### config.mk
export PLATFORM = sky130hd
export DESIGN_NAME = disp_share_arbiter
export DESIGN_NICKNAME = d
export VERILOG_FILES = /design/src/rtl/disp_pkg.sv /design/src/rtl/disp_rr_pick.sv /design/src/rtl/disp_share_arbiter.sv
export SDC_FILE = /design/constraint.sdc
export NUM_CORES = 1
export LEC_CHECK = 0
export CORE_AREA = 2 2 70 72
export CTS_BUF_LIST = sky130_fd_sc_hd__clkbuf_4 sky130_fd_sc_hd__clkbuf_8
export DETAILED_ROUTE_END_ITERATION = 6
export DIE_AREA = 0 0 72 74
export PLACE_DENSITY = 0.83
export SYNTH_ARGS = -nofsm -noshare
export SYNTH_HDL_FRONTEND = slang
export SYNTH_SLANG_ARGS = --single-unit
### constraint.sdc
create_clock -name sclk -period 4.9 [get_ports sclk]
set_clock_uncertainty 0.05 [all_clocks]
set_input_delay 0.98 -clock sclk [delete_from_list [all_inputs] [get_ports sclk]]
set_output_delay 0.98 -clock sclk [all_outputs]
set_load 0.03 [all_outputs]
### src/rtl/disp_pkg.sv
// Shared types and defaults for the seven-segment display sharing arbiter.
// The width helper never returns zero, so 1-wide counters stay legal.
package disp_pkg;

    typedef enum logic {
        IDLE = 1'b0,
        HOLD = 1'b1
    } disp_state_e;

    localparam int         TICK_DIV_DEF   = 200000;
    localparam logic [7:0] IDLE_VALUE_DEF = 8'h00;

    // Bits needed to index n distinct values (ceil(log2(n)), minimum 1).
    function automatic int clog2_w(input int n);
        int w;
        w = 1;
        while ((1 << w) < n) begin
            w = w + 1;
        end
        return w;
    endfunction

endpackage

### src/rtl/disp_rr_pick.sv
// Combinational round-robin picker: searches upward from last_owner+1 with wrap,
// so the previous owner is considered last; the _excl outputs never return it.
module disp_rr_pick
    import disp_pkg::*;
#(
    parameter  int N_REQ = 4,
    localparam int IW    = clog2_w(N_REQ)
) (
    input  logic [N_REQ-1:0] req_i,
    input  logic [IW-1:0]    last_owner_i,
    output logic             any_o,
    output logic [IW-1:0]    pick_o,
    output logic             any_excl_o,
    output logic [IW-1:0]    pick_excl_o
);

    logic [IW-1:0] idx_c;

    always_comb begin
        any_o       = 1'b0;
        pick_o      = last_owner_i;
        any_excl_o  = 1'b0;
        pick_excl_o = last_owner_i;
        idx_c       = last_owner_i;
        // Walk from the farthest candidate to the nearest; the nearest hit wins.
        for (int i = N_REQ; i >= 1; i--) begin
            idx_c = IW'((int'(last_owner_i) + i) % N_REQ);
            if (req_i[idx_c]) begin
                any_o  = 1'b1;
                pick_o = idx_c;
                if (i != N_REQ) begin
                    any_excl_o  = 1'b1;
                    pick_excl_o = idx_c;
                end
            end
        end
    end

endmodule

### src/rtl/disp_share_arbiter.sv
// Round-robin owner of the shared 4-digit display with a guaranteed minimum
// hold time per owner; the owner's value is forwarded to the display registered.
module disp_share_arbiter
    import disp_pkg::*;
#(
    parameter  int                N_REQ      = 4,
    parameter  int                DATA_W     = 8,
    parameter  int                TICK_DIV   = TICK_DIV_DEF,
    parameter  int                HOLD_TICKS = 250,
    parameter  logic [DATA_W-1:0] IDLE_VALUE = DATA_W'(IDLE_VALUE_DEF),
    localparam int                IW         = clog2_w(N_REQ)
) (
    input  logic                    sclk,
    input  logic                    rst_n,
    input  logic [N_REQ-1:0]        req,
    input  logic [N_REQ*DATA_W-1:0] req_data,
    output logic [N_REQ-1:0]        grant,
    output logic [IW-1:0]           owner,
    output logic [DATA_W-1:0]       disp_data,
    output logic                    disp_valid
);

    localparam int            CW        = clog2_w(TICK_DIV);
    localparam int            HW        = clog2_w(HOLD_TICKS + 1);
    localparam logic [CW-1:0] CNT_LAST  = CW'(TICK_DIV - 1);
    localparam logic [HW-1:0] HOLD_MAX  = HW'(HOLD_TICKS);
    localparam logic [IW-1:0] OWNER_TOP = IW'(N_REQ - 1);

    disp_state_e       state_q, state_d;
    logic [N_REQ-1:0]  grant_q, grant_d;
    logic [IW-1:0]     owner_q, owner_d;
    logic [IW-1:0]     last_owner_q, last_owner_d;
    logic [DATA_W-1:0] data_q, data_d;
    logic              valid_q, valid_d;
    logic [CW-1:0]     cnt_q, cnt_d;
    logic [HW-1:0]     hold_q, hold_d;

    logic              tick;
    logic              expired;
    logic              grant_change;
    logic              rr_any, rr_any_excl;
    logic [IW-1:0]     rr_pick, rr_pick_excl;
    logic [DATA_W-1:0] data_arr [N_REQ];

    for (genvar gi = 0; gi < N_REQ; gi++) begin : g_unpack
        assign data_arr[gi] = req_data[gi*DATA_W +: DATA_W];
    end

    disp_rr_pick #(
        .N_REQ (N_REQ)
    ) u_pick (
        .req_i        (req),
        .last_owner_i (last_owner_q),
        .any_o        (rr_any),
        .pick_o       (rr_pick),
        .any_excl_o   (rr_any_excl),
        .pick_excl_o  (rr_pick_excl)
    );

    assign tick    = (cnt_q == CNT_LAST);
    assign expired = (hold_q == HOLD_MAX);

    always_comb begin
        state_d      = state_q;
        grant_d      = grant_q;
        owner_d      = owner_q;
        last_owner_d = last_owner_q;
        data_d       = data_q;
        valid_d      = valid_q;
        case (state_q)
            IDLE: begin
                // The new owner's value shows up one edge after the grant.
                if (rr_any) begin
                    state_d      = HOLD;
                    grant_d      = N_REQ'(1) << rr_pick;
                    owner_d      = rr_pick;
                    last_owner_d = rr_pick;
                    valid_d      = 1'b1;
                end
            end
            HOLD: begin
                // A released owner keeps the display frozen until its hold runs out.
                if (req[owner_q]) begin
                    data_d = data_arr[owner_q];
                end
                if (expired) begin
                    if (rr_any_excl) begin
                        grant_d      = N_REQ'(1) << rr_pick_excl;
                        owner_d      = rr_pick_excl;
                        last_owner_d = rr_pick_excl;
                    end else if (!req[owner_q]) begin
                        state_d = IDLE;
                        grant_d = '0;
                        valid_d = 1'b0;
                        data_d  = IDLE_VALUE;
                    end
                end
            end
            default: begin
                state_d = IDLE;
            end
        endcase
    end

    // Both timers restart whenever ownership moves, so every owner gets a full hold.
    always_comb begin
        grant_change = (grant_d != grant_q);
        if (grant_change || tick) begin
            cnt_d = '0;
        end else begin
            cnt_d = cnt_q + CW'(1);
        end
        if (grant_change) begin
            hold_d = '0;
        end else if (tick && !expired) begin
            hold_d = hold_q + HW'(1);
        end else begin
            hold_d = hold_q;
        end
    end

    always_ff @(posedge sclk) begin
        if (!rst_n) begin
            state_q      <= IDLE;
            grant_q      <= '0;
            owner_q      <= '0;
            last_owner_q <= OWNER_TOP;
            data_q       <= IDLE_VALUE;
            valid_q      <= 1'b0;
            cnt_q        <= '0;
            hold_q       <= '0;
        end else begin
            state_q      <= state_d;
            grant_q      <= grant_d;
            owner_q      <= owner_d;
            last_owner_q <= last_owner_d;
            data_q       <= data_d;
            valid_q      <= valid_d;
            cnt_q        <= cnt_d;
            hold_q       <= hold_d;
        end
    end

    assign grant      = grant_q;
    assign owner      = owner_q;
    assign disp_data  = data_q;
    assign disp_valid = valid_q;

endmodule
==> impl_metrics.yaml <==
sta:
  period_share_pct: 69.5
  fmax_mhz: 293
  finalSetupViolCount: 0
  finalCriticalPeriod_ps: 3410
  holdWs_ps: 482
  worstMarginPinSlew_ps: 990
  hold_viol: 0
  max-slew-margin-rel_pct: 34.0
  tns_ps: 0
  rsz0062_at_grt: "false"
  slew_violations: 0
critical_path:
  worstPathMaxFanout: 26
  cp-end-kind: "flop"
  worstPathArrival_ps: 3490
  crit_type: "in2reg"
  required_ps: 4980
  cp-start-kind: "input pin"
global_route:
  grt_usage_pct: 23.1
  grt_max_degree: 41
  grt_pass1_wl_um: 9840
  grt_pass1_vias: 2158
  grt-ovfl-total: 0
  grt_antenna_before_repair: 0
power:
  clockPowerShare_pct: 30.0
  irDropWorstVdd_v: 0.000161
  p_sw_uw: 221
  switching_share_pct: 27.4
  p_seq_share_pct: 48.5
  p_leak_uw: 0.00108
  power.density_mw_per_mm2: 259
  p_comb_share_pct: 21.5
  internal-power_uw: 584
clock_tree:
  cts_resized: 0
  cts_max_level: 2
  cts_setup_buffers: 0
  numCtsBuffers: 5
  cts_root_buffer: "clkbuf_8"
  cts_sinks: 44
  clockBufferDepth: 2
  clk_latency_ps: 290
  hold_buffers: 0
  path_clk_slew_ps: 80
  cts_tree: "done"
cells_and_area:
  final_common_cell: "clkdlybuf4s50_1"
  fill_cells: 392
  num-nets-final: 364
  area_delta_synth_final_pct: 23.5
  utilization_pct: 67.6
  drive_gt1_share_pct: 8.33
  antenna_cells: 0
  final_cell_mix: "clkdlybuf4s50_1, dfxtp_1, nor3_1, nand2_1, nand3_1"
outcome:
  status: "finished, final reports clean"
routing:
  drt_iter0_drc: 160
  remaining_drc_errors: 0
  ant_nets: 0
  wl_um: 5810
  firstDrtPassIters: 4
  wl_per_cell_um: 15.4
  viasPerCell: 6.01
  via_count: 2272
flow_run:
  cap_violations: 0
synth:
  synth.avg_cell_area_sq_um: 8.95
  async_flop_share_pct: 0
  synth-adder-area-share_pct: 1.49
  synthesis.yosys.warnings: 0
  synth_area_sq_mm: 0.00252
  synth_compound_area_share_pct: 14.4
  ys_seq_area_share_pct: 35.0
  synth_flop_cell: "dfxtp_1"
  synthMuxAreaShare_pct: 8.06
  synthCells: 281
  synth_simple_gate_area_share_pct: 28.3
  synth_top_family_by_area: "simple AND/OR/NAND/NOR gates"
  synth_xor_area_share_pct: 7.66
  synth_edf_count: 0
  synth_nets: 322
  synthDistinctLibCells: 51
  yosys_register_bits: 44
placement:
  dpl.hpwl_um: 4160
  place_congestion: 0.861
  port_buffers: 52
floorplan:
  coreArea_sq_mm: 0.00460
  boundaryPins: 53
  fp.dieH_um: 74
  die_x_um: 72
  row_count: 25
  initial_core_util_pct: 54.7
  dieArea_sq_mm: 0.00533
hold_path:
  holdCritPathClass: "reg2reg"
-- Yosys cell counts (3+ instances only) --
master / instances / share of area (%)
dfxtp_1: 44 / 35
nor3_1: 27 / 5.4
nand2_1: 22 / 3.3
nand3_1: 17 / 3.4
xnor2_1: 16 / 5.6
nor2_1: 15 / 2.2
nor2b_1: 13 / 3.2
a22oi_1: 11 / 3.3
mux4_2: 9 / 8.1
clkbuf_1: 8 / 1.2
nand4_1: 8 / 2.0
inv_1: 7 / 1.0
xor2_1: 6 / 2.1
and3_1: 5 / 1.2
nor4_1: 5 / 1.2
nor4b_1: 5 / 1.7
o21ai_0: 5 / 0.99
a21oi_1: 4 / 0.80
buf_2: 4 / 0.80
o21a_1: 4 / 1.2
a22o_1: 3 / 1.0
buf_6: 3 / 1.3
ha_1: 3 / 1.5
nand2b_1: 3 / 0.75
-- worst max-delay path: stages --
cell	delay, ps
clkdlybuf4s50_1	520
mux4_2	540
or3_4	430
a21oi_4	170
o22ai_1	130
o21ai_4	570
nor4_1	140
-- path summary, 6_finish.rpt --
kind                   to  depth (start not counted)         start  slack (ps)
min reg2reg  disp_data[3]                          2  disp_data[3]         480
min          disp_data[3]                          2  disp_data[3]         480
max reg2reg      cnt_q[8]                          6      owner[1]        2000
max              cnt_q[8]                          7        req[3]        1490
-- metrics by stage --
step	cells	area, sq um	total power, uW	setup slack, ps
floorplan	281	2520	508	2160
global placement	370	3010	568	1290
detailed placement	370	3010	572	1210
CTS	378	3110	815	1520
global route	378	3110	842	1320
finish	378	3110	805	1490
-- routing by layer --
layer / share of wire [%] / routed length [um] / up-vias / GRT usage (%)
met3: 6.2 / 361 / 10 / 3.93
met5: 0 / 0 / - / 0
met4: 1.7 / 99 / 0 / 9.01
met1: 44 / 2570 / 1076 / 27.6
li1: - / - / 1110 / -
met2: 48 / 2780 / 76 / 41.8
-- power by group through the flow --
stage | logic (uW) | registers, uW | clock network [uW]
final | 173 | 390 | 241
after global routing | 186 | 393 | 263
after CTS | 174 | 390 | 250
after detailed placement | 173 | 399 | 0
after global placement | 170 | 398 | 0
after floorplan | 102 | 406 | 0
-- kinds of logic after synthesis --
group                    Yosys count
buffers and inverters             25
flip-flops                        44
XOR/XNOR                          22
AO/OA/AOI/OAI                     46
adder cells (fa/ha/maj)            3
multiplexers                       9
AND/OR/NAND/NOR                  132
-- final cells by class --
class	count	area, sq um	area share, %
multi-input cells	212	1510	48.5
well taps	54	67.6	2.17
repair buffers	53	528	17.0
clock buffers	8	97.6	3.14
flip-flops and latches	44	881	28.4
inverters	7	26.3	0.846
-- sequential cells by signal, summed over array words and instances, names as in the netlist --
signal,flops
hold_q,8
owner,2
disp_valid,1
cnt_q,18
grant,4
last_owner_q,2
disp_data,8
state_q,1
Power figures use the tool's default switching activity.
